[src/rtl/ssp_pkg.sv]
// Shared SSP constants used by the receive and transmit FIFOs.
package ssp_pkg;
  localparam int SSP_DATA_W     = 8;
  localparam int SSP_FIFO_DEPTH = 4;
  localparam int SSP_FIFO_PTR_W = 2;
  localparam int SSP_OVR_CNT_W  = 8;
endpackage

[src/rtl/ssp_rx_fifo_if.sv]
// Receive FIFO bus: push strobe, APB-style read, status flags.
// SSP_RX_OVERRUN_CNT_EN adds the dropped-push counter signal.
interface ssp_rx_fifo_if
  import ssp_pkg::*;
#(
  parameter int WIDTH = SSP_DATA_W
);
  logic             write_fifo;
  logic [WIDTH-1:0] RxData;
  logic             PSEL;
  logic             PWRITE;
  logic [WIDTH-1:0] PRDATA;
  logic             rx_fifo_full;
  logic             rx_fifo_empty;
  logic             SSPRXINTR;
  logic             rx_overrun;
`ifdef SSP_RX_OVERRUN_CNT_EN
  logic [SSP_OVR_CNT_W-1:0] rx_overrun_cnt;
`endif

  modport master (
    output write_fifo, RxData, PSEL, PWRITE,
`ifdef SSP_RX_OVERRUN_CNT_EN
    input  rx_overrun_cnt,
`endif
    input  PRDATA, rx_fifo_full, rx_fifo_empty,
    input  SSPRXINTR, rx_overrun
  );

  modport slave (
    input  write_fifo, RxData, PSEL, PWRITE,
`ifdef SSP_RX_OVERRUN_CNT_EN
    output rx_overrun_cnt,
`endif
    output PRDATA, rx_fifo_full, rx_fifo_empty,
    output SSPRXINTR, rx_overrun
  );
endinterface

[src/rtl/ssp_fifo_ram.sv]
// DEPTH x WIDTH register array, one write port, async read port.
module ssp_fifo_ram #(
  parameter int DEPTH = 4,
  parameter int WIDTH = 8,
  parameter int PTR_W = 2
) (
  input  logic             clk,
  input  logic             we,
  input  logic [PTR_W-1:0] waddr,
  input  logic [WIDTH-1:0] wdata,
  input  logic [PTR_W-1:0] raddr,
  output logic [WIDTH-1:0] rdata
);
  logic [WIDTH-1:0] mem [DEPTH];

  always_ff @(posedge clk) begin
    if (we) mem[waddr] <= wdata;
  end

  assign rdata = mem[raddr];
endmodule

[src/rtl/ssp_rx_fifo.sv]
// SSP receive FIFO with registered read data and sticky overrun.
// SSP_RX_OVERRUN_CNT_EN adds a host-clearable dropped-push counter.
module ssp_rx_fifo
  import ssp_pkg::*;
#(
  parameter int DEPTH = SSP_FIFO_DEPTH,
  parameter int WIDTH = SSP_DATA_W,
  parameter int PTR_W = SSP_FIFO_PTR_W
) (
  input logic         PCLK,
  input logic         CLEAR_B,
  ssp_rx_fifo_if.slave bus
);
  localparam logic [PTR_W:0] FULL_CNT = (PTR_W+1)'(DEPTH);

  logic [PTR_W-1:0] wr_ptr;
  logic [PTR_W-1:0] rd_ptr;
  logic [PTR_W:0]   count;
  logic [WIDTH-1:0] rd_word;
  logic             full;
  logic             empty;
  logic             push;
  logic             pop;
  logic             drop;

  assign full  = (count == FULL_CNT);
  assign empty = (count == '0);

  // Full/empty are pre-edge: no look-ahead, no bypass.
  assign push = bus.write_fifo & ~full;
  assign drop = bus.write_fifo & full;
  assign pop  = bus.PSEL & ~bus.PWRITE & ~empty;

  ssp_fifo_ram #(
    .DEPTH (DEPTH),
    .WIDTH (WIDTH),
    .PTR_W (PTR_W)
  ) u_ram (
    .clk   (PCLK),
    .we    (push),
    .waddr (wr_ptr),
    .wdata (bus.RxData),
    .raddr (rd_ptr),
    .rdata (rd_word)
  );

  always_ff @(posedge PCLK or negedge CLEAR_B) begin
    if (!CLEAR_B) begin
      wr_ptr     <= '0;
      rd_ptr     <= '0;
      count      <= '0;
      bus.PRDATA <= '0;
    end else begin
      if (push) wr_ptr <= wr_ptr + PTR_W'(1);
      if (pop) begin
        rd_ptr     <= rd_ptr + PTR_W'(1);
        bus.PRDATA <= rd_word;
      end
      unique case ({push, pop})
        2'b10:   count <= count + (PTR_W+1)'(1);
        2'b01:   count <= count - (PTR_W+1)'(1);
        default: count <= count;
      endcase
    end
  end

`ifdef SSP_RX_OVERRUN_CNT_EN
  logic ack;
  assign ack = bus.PSEL & bus.PWRITE;

  // A drop coinciding with the host ack wins over the clear.
  always_ff @(posedge PCLK or negedge CLEAR_B) begin
    if (!CLEAR_B) begin
      bus.rx_overrun     <= 1'b0;
      bus.rx_overrun_cnt <= '0;
    end else if (ack) begin
      bus.rx_overrun     <= drop;
      bus.rx_overrun_cnt <= drop ? SSP_OVR_CNT_W'(1) : '0;
    end else if (drop) begin
      bus.rx_overrun <= 1'b1;
      if (bus.rx_overrun_cnt != '1)
        bus.rx_overrun_cnt <= bus.rx_overrun_cnt + SSP_OVR_CNT_W'(1);
    end
  end
`else
  always_ff @(posedge PCLK or negedge CLEAR_B) begin
    if (!CLEAR_B) bus.rx_overrun <= 1'b0;
    else if (drop) bus.rx_overrun <= 1'b1;
  end
`endif

  assign bus.rx_fifo_full  = full;
  assign bus.rx_fifo_empty = empty;
  assign bus.SSPRXINTR     = full;
endmodule
[src/flat_wrapper.sv]
// flat-port wrapper written by rule: the top's interface ports become plain ports
module ssp_rx_fifo_flat import ssp_pkg::*;
#(
  parameter int DEPTH = SSP_FIFO_DEPTH,
  parameter int WIDTH = SSP_DATA_W,
  parameter int PTR_W = SSP_FIFO_PTR_W
)
  (PCLK, CLEAR_B, bus_write_fifo, bus_RxData, bus_PSEL, bus_PWRITE, bus_PRDATA, bus_rx_fifo_full, bus_rx_fifo_empty, bus_SSPRXINTR, bus_rx_overrun);
  ssp_rx_fifo_if #(.WIDTH(WIDTH)) bus_i ();
  input logic PCLK;
  input logic CLEAR_B;
  input wire logic [$bits(bus_i.write_fifo)-1:0] bus_write_fifo;
  input wire logic [$bits(bus_i.RxData)-1:0] bus_RxData;
  input wire logic [$bits(bus_i.PSEL)-1:0] bus_PSEL;
  input wire logic [$bits(bus_i.PWRITE)-1:0] bus_PWRITE;
  output wire logic [$bits(bus_i.PRDATA)-1:0] bus_PRDATA;
  output wire logic [$bits(bus_i.rx_fifo_full)-1:0] bus_rx_fifo_full;
  output wire logic [$bits(bus_i.rx_fifo_empty)-1:0] bus_rx_fifo_empty;
  output wire logic [$bits(bus_i.SSPRXINTR)-1:0] bus_SSPRXINTR;
  output wire logic [$bits(bus_i.rx_overrun)-1:0] bus_rx_overrun;
  assign bus_i.write_fifo = bus_write_fifo;
  assign bus_i.RxData = bus_RxData;
  assign bus_i.PSEL = bus_PSEL;
  assign bus_i.PWRITE = bus_PWRITE;
  assign bus_PRDATA = bus_i.PRDATA;
  assign bus_rx_fifo_full = bus_i.rx_fifo_full;
  assign bus_rx_fifo_empty = bus_i.rx_fifo_empty;
  assign bus_SSPRXINTR = bus_i.SSPRXINTR;
  assign bus_rx_overrun = bus_i.rx_overrun;
  ssp_rx_fifo #(.DEPTH(DEPTH), .WIDTH(WIDTH), .PTR_W(PTR_W)) u_core (.PCLK(PCLK), .CLEAR_B(CLEAR_B), .bus(bus_i));
endmodule
[config.mk]
export PLATFORM = sky130hd
export DESIGN_NAME = ssp_rx_fifo_flat
export DESIGN_NICKNAME = d
export VERILOG_FILES = /design/src/rtl/ssp_pkg.sv /design/src/rtl/ssp_rx_fifo_if.sv /design/src/rtl/ssp_fifo_ram.sv /design/src/rtl/ssp_rx_fifo.sv /design/src/flat_wrapper.sv
export SDC_FILE = /design/constraint.sdc
export NUM_CORES = 1
export LEC_CHECK = 0
export CORE_MARGIN = 2
export CORE_UTILIZATION = 40
export CTS_CLUSTER_SIZE = 8
export DETAILED_ROUTE_END_ITERATION = 7
export GPL_ROUTABILITY_DRIVEN = 0
export PLACE_DENSITY = 0.58
export SYNTH_ARGS = -nofsm -noshare
export SYNTH_HDL_FRONTEND = slang
export SYNTH_HIERARCHICAL = 1
export SYNTH_SLANG_ARGS = --single-unit
[constraint.sdc]
create_clock -name PCLK -period 2.7 [get_ports PCLK]
set_input_delay 0.54 -clock PCLK [delete_from_list [all_inputs] [get_ports PCLK]]
set_output_delay 0.54 -clock PCLK [all_outputs]
set_load 0.01 [all_outputs]
==> flow_summary.toml <==
[global_route]
antenna_found_initial = 0
first_global_vias = 927
grt_pass1_wl_mm = 4.87
overflow = 0
grt_usage_pct = 13.1
grt_max_degree = 17

[detailed_routing]
drc = 0
avgRoutedWirePerCell_um = 16.4
via_per_inst = 4.83
via_count = 869
initialDrtViolationCount = 22
firstDrtPassIters = 4
ant_nets = 0
routed_wl_mm = 2.96

[clocking]
post_cts_buffers = 0
post_cts_resized = 0
clock_path_buffers = 2
root_buffer = "clkbuf_8"
htree_levels = 2
cts_hold_repair.buffers = 0
cts_tree = "done"
clk_pin_slew_ns = 0.09
cts_inserted_buffers = 5
cts_sinks = 48
clk_latency_ns = 0.30

[sta]
relSlewSlack_pct = 50.2
max_freq_ghz = 0.450
worst_slew_pin_slew_ns = 0.744
setup_slack_ns = 0.476
maxSlewViolCount = 0
fin_crit_sh_pct = 82.4
setup_viol = 0
finClkSkew_ns = 0.0102
rsz0062_at_grt = "no"
setup-tns-final_ns = 0
min_period_ns = 2.22
finalHoldViolCount = 0

[worst_setup_path]
endpoint_kind = "output port"
cp-start-kind = "flop"
slowest_delay_ns = 0.60
critPathKind = "reg -> out"
critPathBufInv = 1
reg2reg_slack_ns = 0.53
cp_slowest_cell = "clkdlybuf4s50_1"
cp.arrival_ns = 1.68
worstPathCellList = "nor3b_2 > clkdlybuf4s50_1"
worstPathRequired_ns = 2.16
cp_top_family = "buffers and inverters"
path_max_fanout = 5

[yosys]
synth-edff-count = 32
ys_seq_elements = 48
yosysSeqAreaShare_pct = 70.8
synth_ff_type = "edfxtp_1"
synth_top_cells_by_count = "32 x edfxtp_1, 16 x dfrtp_1, 8 x mux2_4, 8 x mux4_2, 5 x xor2_1"
synthCells = 96
async_reset_ff_share_pct = 33.3
synth_top_area_share_pct = 50.0
ys_types = 23
yosysTopAreaCell = "edfxtp_1"
synth_nets = 111
mappedNetlistArea_sq_um = 1920
yosysWarnings = 6
yosys.cell_count.top_type = "edfxtp_1"
synth_area_per_cell_sq_um = 20.0
synth_area_leaders = "edfxtp_1 50%, dfrtp_1 21%, mux4_2 9.4%"

[power_and_ir_drop]
power_leakage_nw = 0.870
p_total_mw = 2.49
vdd_drop_max_mv = 0.476
power_density_nw_per_um2 = 1070

[layout]
multi_input_area_sq_um = 510
fill_cells = 397
diodes = 0
post-route-util_pct = 49.6
fin_cells = 180
nets = 140
drive_above_1_share_pct = 22.2
syn2layout_area_growth_pct = 21.0
seqCellArea_sq_um = 1360

[die]
rows = 25
dieArea_sq_um = 5380
initial_utilization_pct = 41.0
io_pins = 25
die_w_um = 73.3
core-area_sq_um = 4690
fp.dieH_um = 73.3

[placement]
place_hpwl_mm = 1.99
portBuffers = 24
placedCellCount = 172
pre_cts_ws_ns = 0.284

[outcome]
status = "finished, final reports clean"

[job]
max_cap_violations = 0

[worst_hold_path]
min_path_type = "reg -> reg"
report_power, final:
part           total, mW  internal (mW)  switching [mW]
registers           1.20           1.02           0.186
clock network      0.521          0.298           0.223
logic              0.768          0.483           0.285
layer usage:
metal  vias up  part of all wire, %  track usage (%)
li1        417                    -                -
met1       425                   46             16.7
met2        21                   48             20.8
met3         6                  4.2             4.66
met4         0                  1.6             4.85
met5         -                    0                0
path summary, 6_finish.rpt:
path,startpoint,end,cells after the start
max,u_core/count[2]$_DFFE_PN0P_,bus_SSPRXINTR,2
min,u_core/bus.rx_overrun$_DFFE_PN0P_,u_core/bus.rx_overrun$_DFFE_PN0P_,1
max reg2reg,u_core/count[2]$_DFFE_PN0P_,u_core/count[2]$_DFFE_PN0P_,8
min reg2reg,u_core/bus.rx_overrun$_DFFE_PN0P_,u_core/bus.rx_overrun$_DFFE_PN0P_,1
max in group asynchronous,CLEAR_B,u_core/bus.rx_overrun$_DFFE_PN0P_,1
min in group asynchronous,CLEAR_B,u_core/count[2]$_DFFE_PN0P_,1
cell families after synthesis:
kind of cell,Yosys count,synth area share (%)
flip-flops,48,70.8
multiplexers,17,16.1
AND/OR/NAND/NOR,13,5.14
buffers and inverters,8,2.60
XOR/XNOR,7,3.19
adder cells (fa/ha/maj),2,1.69
AO/OA/AOI/OAI,1,0.391
state kept, by name, summed over array words and instances (netlist names):
register and flops:
u_core/rd_ptr 2, u_core/count 3, u_core/u_ram/mem 32, u_core/wr_ptr 2, u_core/bus.PRDATA 8, u_core/bus.rx_overrun 1
final cells by class:
cell class,instances,area share [%]
tap,54,2.90
clock buffer,6,3.55
timing repair buffer,26,11.0
inverter,4,0.646
clock inverter,2,1.45
sequential,48,58.5
multi-input combinational,40,21.9
cell usage in the layout, fill, tap and decap left out, drive strengths merged:
master / instances
edfxtp: 32
clkdlybuf4s50: 24
dfrtp: 16
mux2: 8
mux4: 8
clkbuf: 6
xor2: 5
inv: 4
nor3b: 3
xnor2: 2
nand2: 2
nor2: 2
buf: 2
and3b: 2
nor3: 2
bufinv: 1
clkinv: 1
nand2b: 1
mux2i: 1
a21o: 1
fa: 1
ha: 1
and3: 1
per-stage QoR:
| step | cell area, sq um | hold slack [ns] |
|---|---|---|
| 2_1_floorplan | 1920 | 0.244 |
| 3_3_place_gp | 2210 | 0.437 |
| 3_5_place_dp | 2210 | 0.479 |
| 4_1_cts | 2330 | 0.492 |
| 5_1_grt | 2330 | 0.505 |
| 6_report | 2330 | 0.481 |
Note: power is estimated with default switching activity, not from simulation.
==> RTL edit: new RTL, same settings <==
Change the package constant `SSP_FIFO_PTR_W` from 2 to 1.
--- a/src/rtl/ssp_pkg.sv
+++ b/src/rtl/ssp_pkg.sv
@@ -4,3 +4,3 @@
   localparam int SSP_FIFO_DEPTH = 4;
-  localparam int SSP_FIFO_PTR_W = 2;
+  localparam int SSP_FIFO_PTR_W = 1;
   localparam int SSP_OVR_CNT_W  = 8;
Check against the original RTL: not equivalent (a bounded check fails within 4 cycles, from zero or initial values).
==> RTL edit against the unedited design <==
Utilization increased by 3.5 points. Synthesized area decreased by 40%. Non-clock buffer count unchanged. Worst setup slack improved by 0.13 ns. Routed wire length decreased by 40%. Design area decreased by 37%. Highest routed layer unchanged. Synthesized cell count decreased by 34%. Power decreased by 39%. Global-route usage decreased by 0.58 points. Sequential cell count decreased by 19.
==> RTL edit: results (changes against the unedited design) <==
stage;metric;value;unit;change
setup_path;crit_arrival;1.56;ns;-0.12 ns
detailed_routing;dr.first_iter.drc_count;16;;-27%
yosys;synth_fp_nets;77;;-31%
cells_and_area;fillers;229;;-42%
yosys;yosys-top-cells-area;edfxtp_1 (41%), dfrtp_1 (28%), mux2_4 (10%);;
outcome;status;completed;;
yosys;synth_xor_area_frac;0.03767;;+0.005774
timing;max-slew-margin-rel;0.5747;;+0.07240
detailed_routing;firstDrtPassIters;2;;-2
yosys;synth_adder_area_share;0.01076;;-0.006163
yosys;synth_mux_area_frac;0.1808;;+0.01938
yosys;yosysUniqueCellTypes;17;;-26%
cells_and_area;drive_gt1_frac;0.2826;;+0.06039
yosys;synth_edf_count;16;;-50%
grt;grt_first_pass_wirelength;2.898;mm;-41%
setup_path;cpPeakStageDelay;0.58;ns;-0.02 ns
power;cellLeakagePower;0.5709;nW;-34%
timing;finClkSkew;0.005425;ns;-0.004811 ns
cells_and_area;largestRegisters;u_core/u_ram/mem x16, u_core/bus.PRDATA x8, u_core/count x2;;
yosys;syn-instance-count;63;;-34%
yosys;synth_common_cells;edfxtp_1 (16), dfrtp_1 (13), mux2_2 (8), mux2_4 (8), xnor2_1 (3);;
cells_and_area;antenna_cells;0;;unchanged
place;hpwl;1.263;mm;-36%
yosys;async_flop_share;0.4483;;+0.1149
clock_network;cts-root-buf;clkbuf_4;;
setup_path;regToRegSetupSlack;1.07;ns;+0.54 ns
grt;grt_max_degree;14;;-3
yosys;ys_seq_area_frac;0.6932;;-0.01511
cells_and_area;final_nets;106;;-24%
detailed_routing;vias;586;;-33%
place;place_inst;116;;-33%
timing;hold_viol;0;;unchanged
power;ir_drop;0.6623;mV;+39%
yosys;synth_compound_area_frac;0.01184;;+0.007934
detailed_routing;wl_per_cell;14.41;um;-12%
detailed_routing;finalWirelength;1.773;mm;-40%
grt;grt_usage;0.1255;;-0.005757
## RTL edit: worst max-delay path, delay by kind of cell, from the launching register on
kind	cells	cell delay, ns
flip-flops	1	0.44
buffers and inverters	1	0.58
AND/OR/NAND/NOR	1	0.22
## RTL edit: path summary, 6_finish.rpt
check,cells after the start,end,startpoint
max reg2reg,5,u_core/count[1],u_core/count[0]
min in group asynchronous,1,u_core/bus.PRDATA[7],CLEAR_B
min reg2reg,1,u_core/bus.rx_overrun,u_core/bus.rx_overrun
max in group asynchronous,1,u_core/rd_ptr,CLEAR_B
max,2,bus_SSPRXINTR,u_core/count[0]
min,1,u_core/bus.rx_overrun,u_core/bus.rx_overrun
## RTL edit: metal layers
layer | up-vias | GRT usage | wire [um]
met5 | - | 0 | 0
met1 | 285 | 0.1348 | 697
met4 | 0 | 0.06977 | 39
met2 | 18 | 0.2062 | 933
li1 | 279 | - | -
met3 | 4 | 0.05580 | 103
## RTL edit: cell type report
| type | instances | share of cell area |
|---|---|---|
| clock buffer | 6 | 0.02821 |
| sequential | 29 | 0.5504 |
| inverter | 1 | 0.002564 |
| multi-input combinational | 29 | 0.2154 |
| clock inverter | 1 | 0.002564 |
| timing repair buffer | 26 | 0.1744 |
| tap | 31 | 0.02650 |
## RTL edit: cells by family (layout without fill, tap and decap cells)
family / count (synthesis) / in the layout
compound gates: 2 / 2
xor+xnor: 5 / 5
simple gates: 5 / 5
buf+inv: 5 / 34
mux: 16 / 16
flops: 29 / 29
fa+ha+maj: 1 / 1
## RTL edit: power by group
part / switching [mW] / total, mW / internal (mW) / leakage, nW
clock: 0.135 / 0.230 / 0.0943 / 0.0258
sequential: 0.105 / 0.732 / 0.627 / 0.298
combinational: 0.193 / 0.550 / 0.358 / 0.247
total: 0.433 / 1.51 / 1.08 / 0.571
## RTL edit: through the flow
step	util	setup WS (ns)	hold slack (ns)	power [mW]	area, sq um
global route	0.5309	0.5185	0.4954	1.599	1464
CTS	0.5309	0.5694	0.4652	1.538	1464
detailed placement	0.5145	0.5939	0.4454	1.301	1419
global placement	0.5145	0.6170	0.4401	1.287	1419
finish	0.5309	0.6030	0.4598	1.512	1464
floorplan	-	1.143	0.2444	1.082	1162
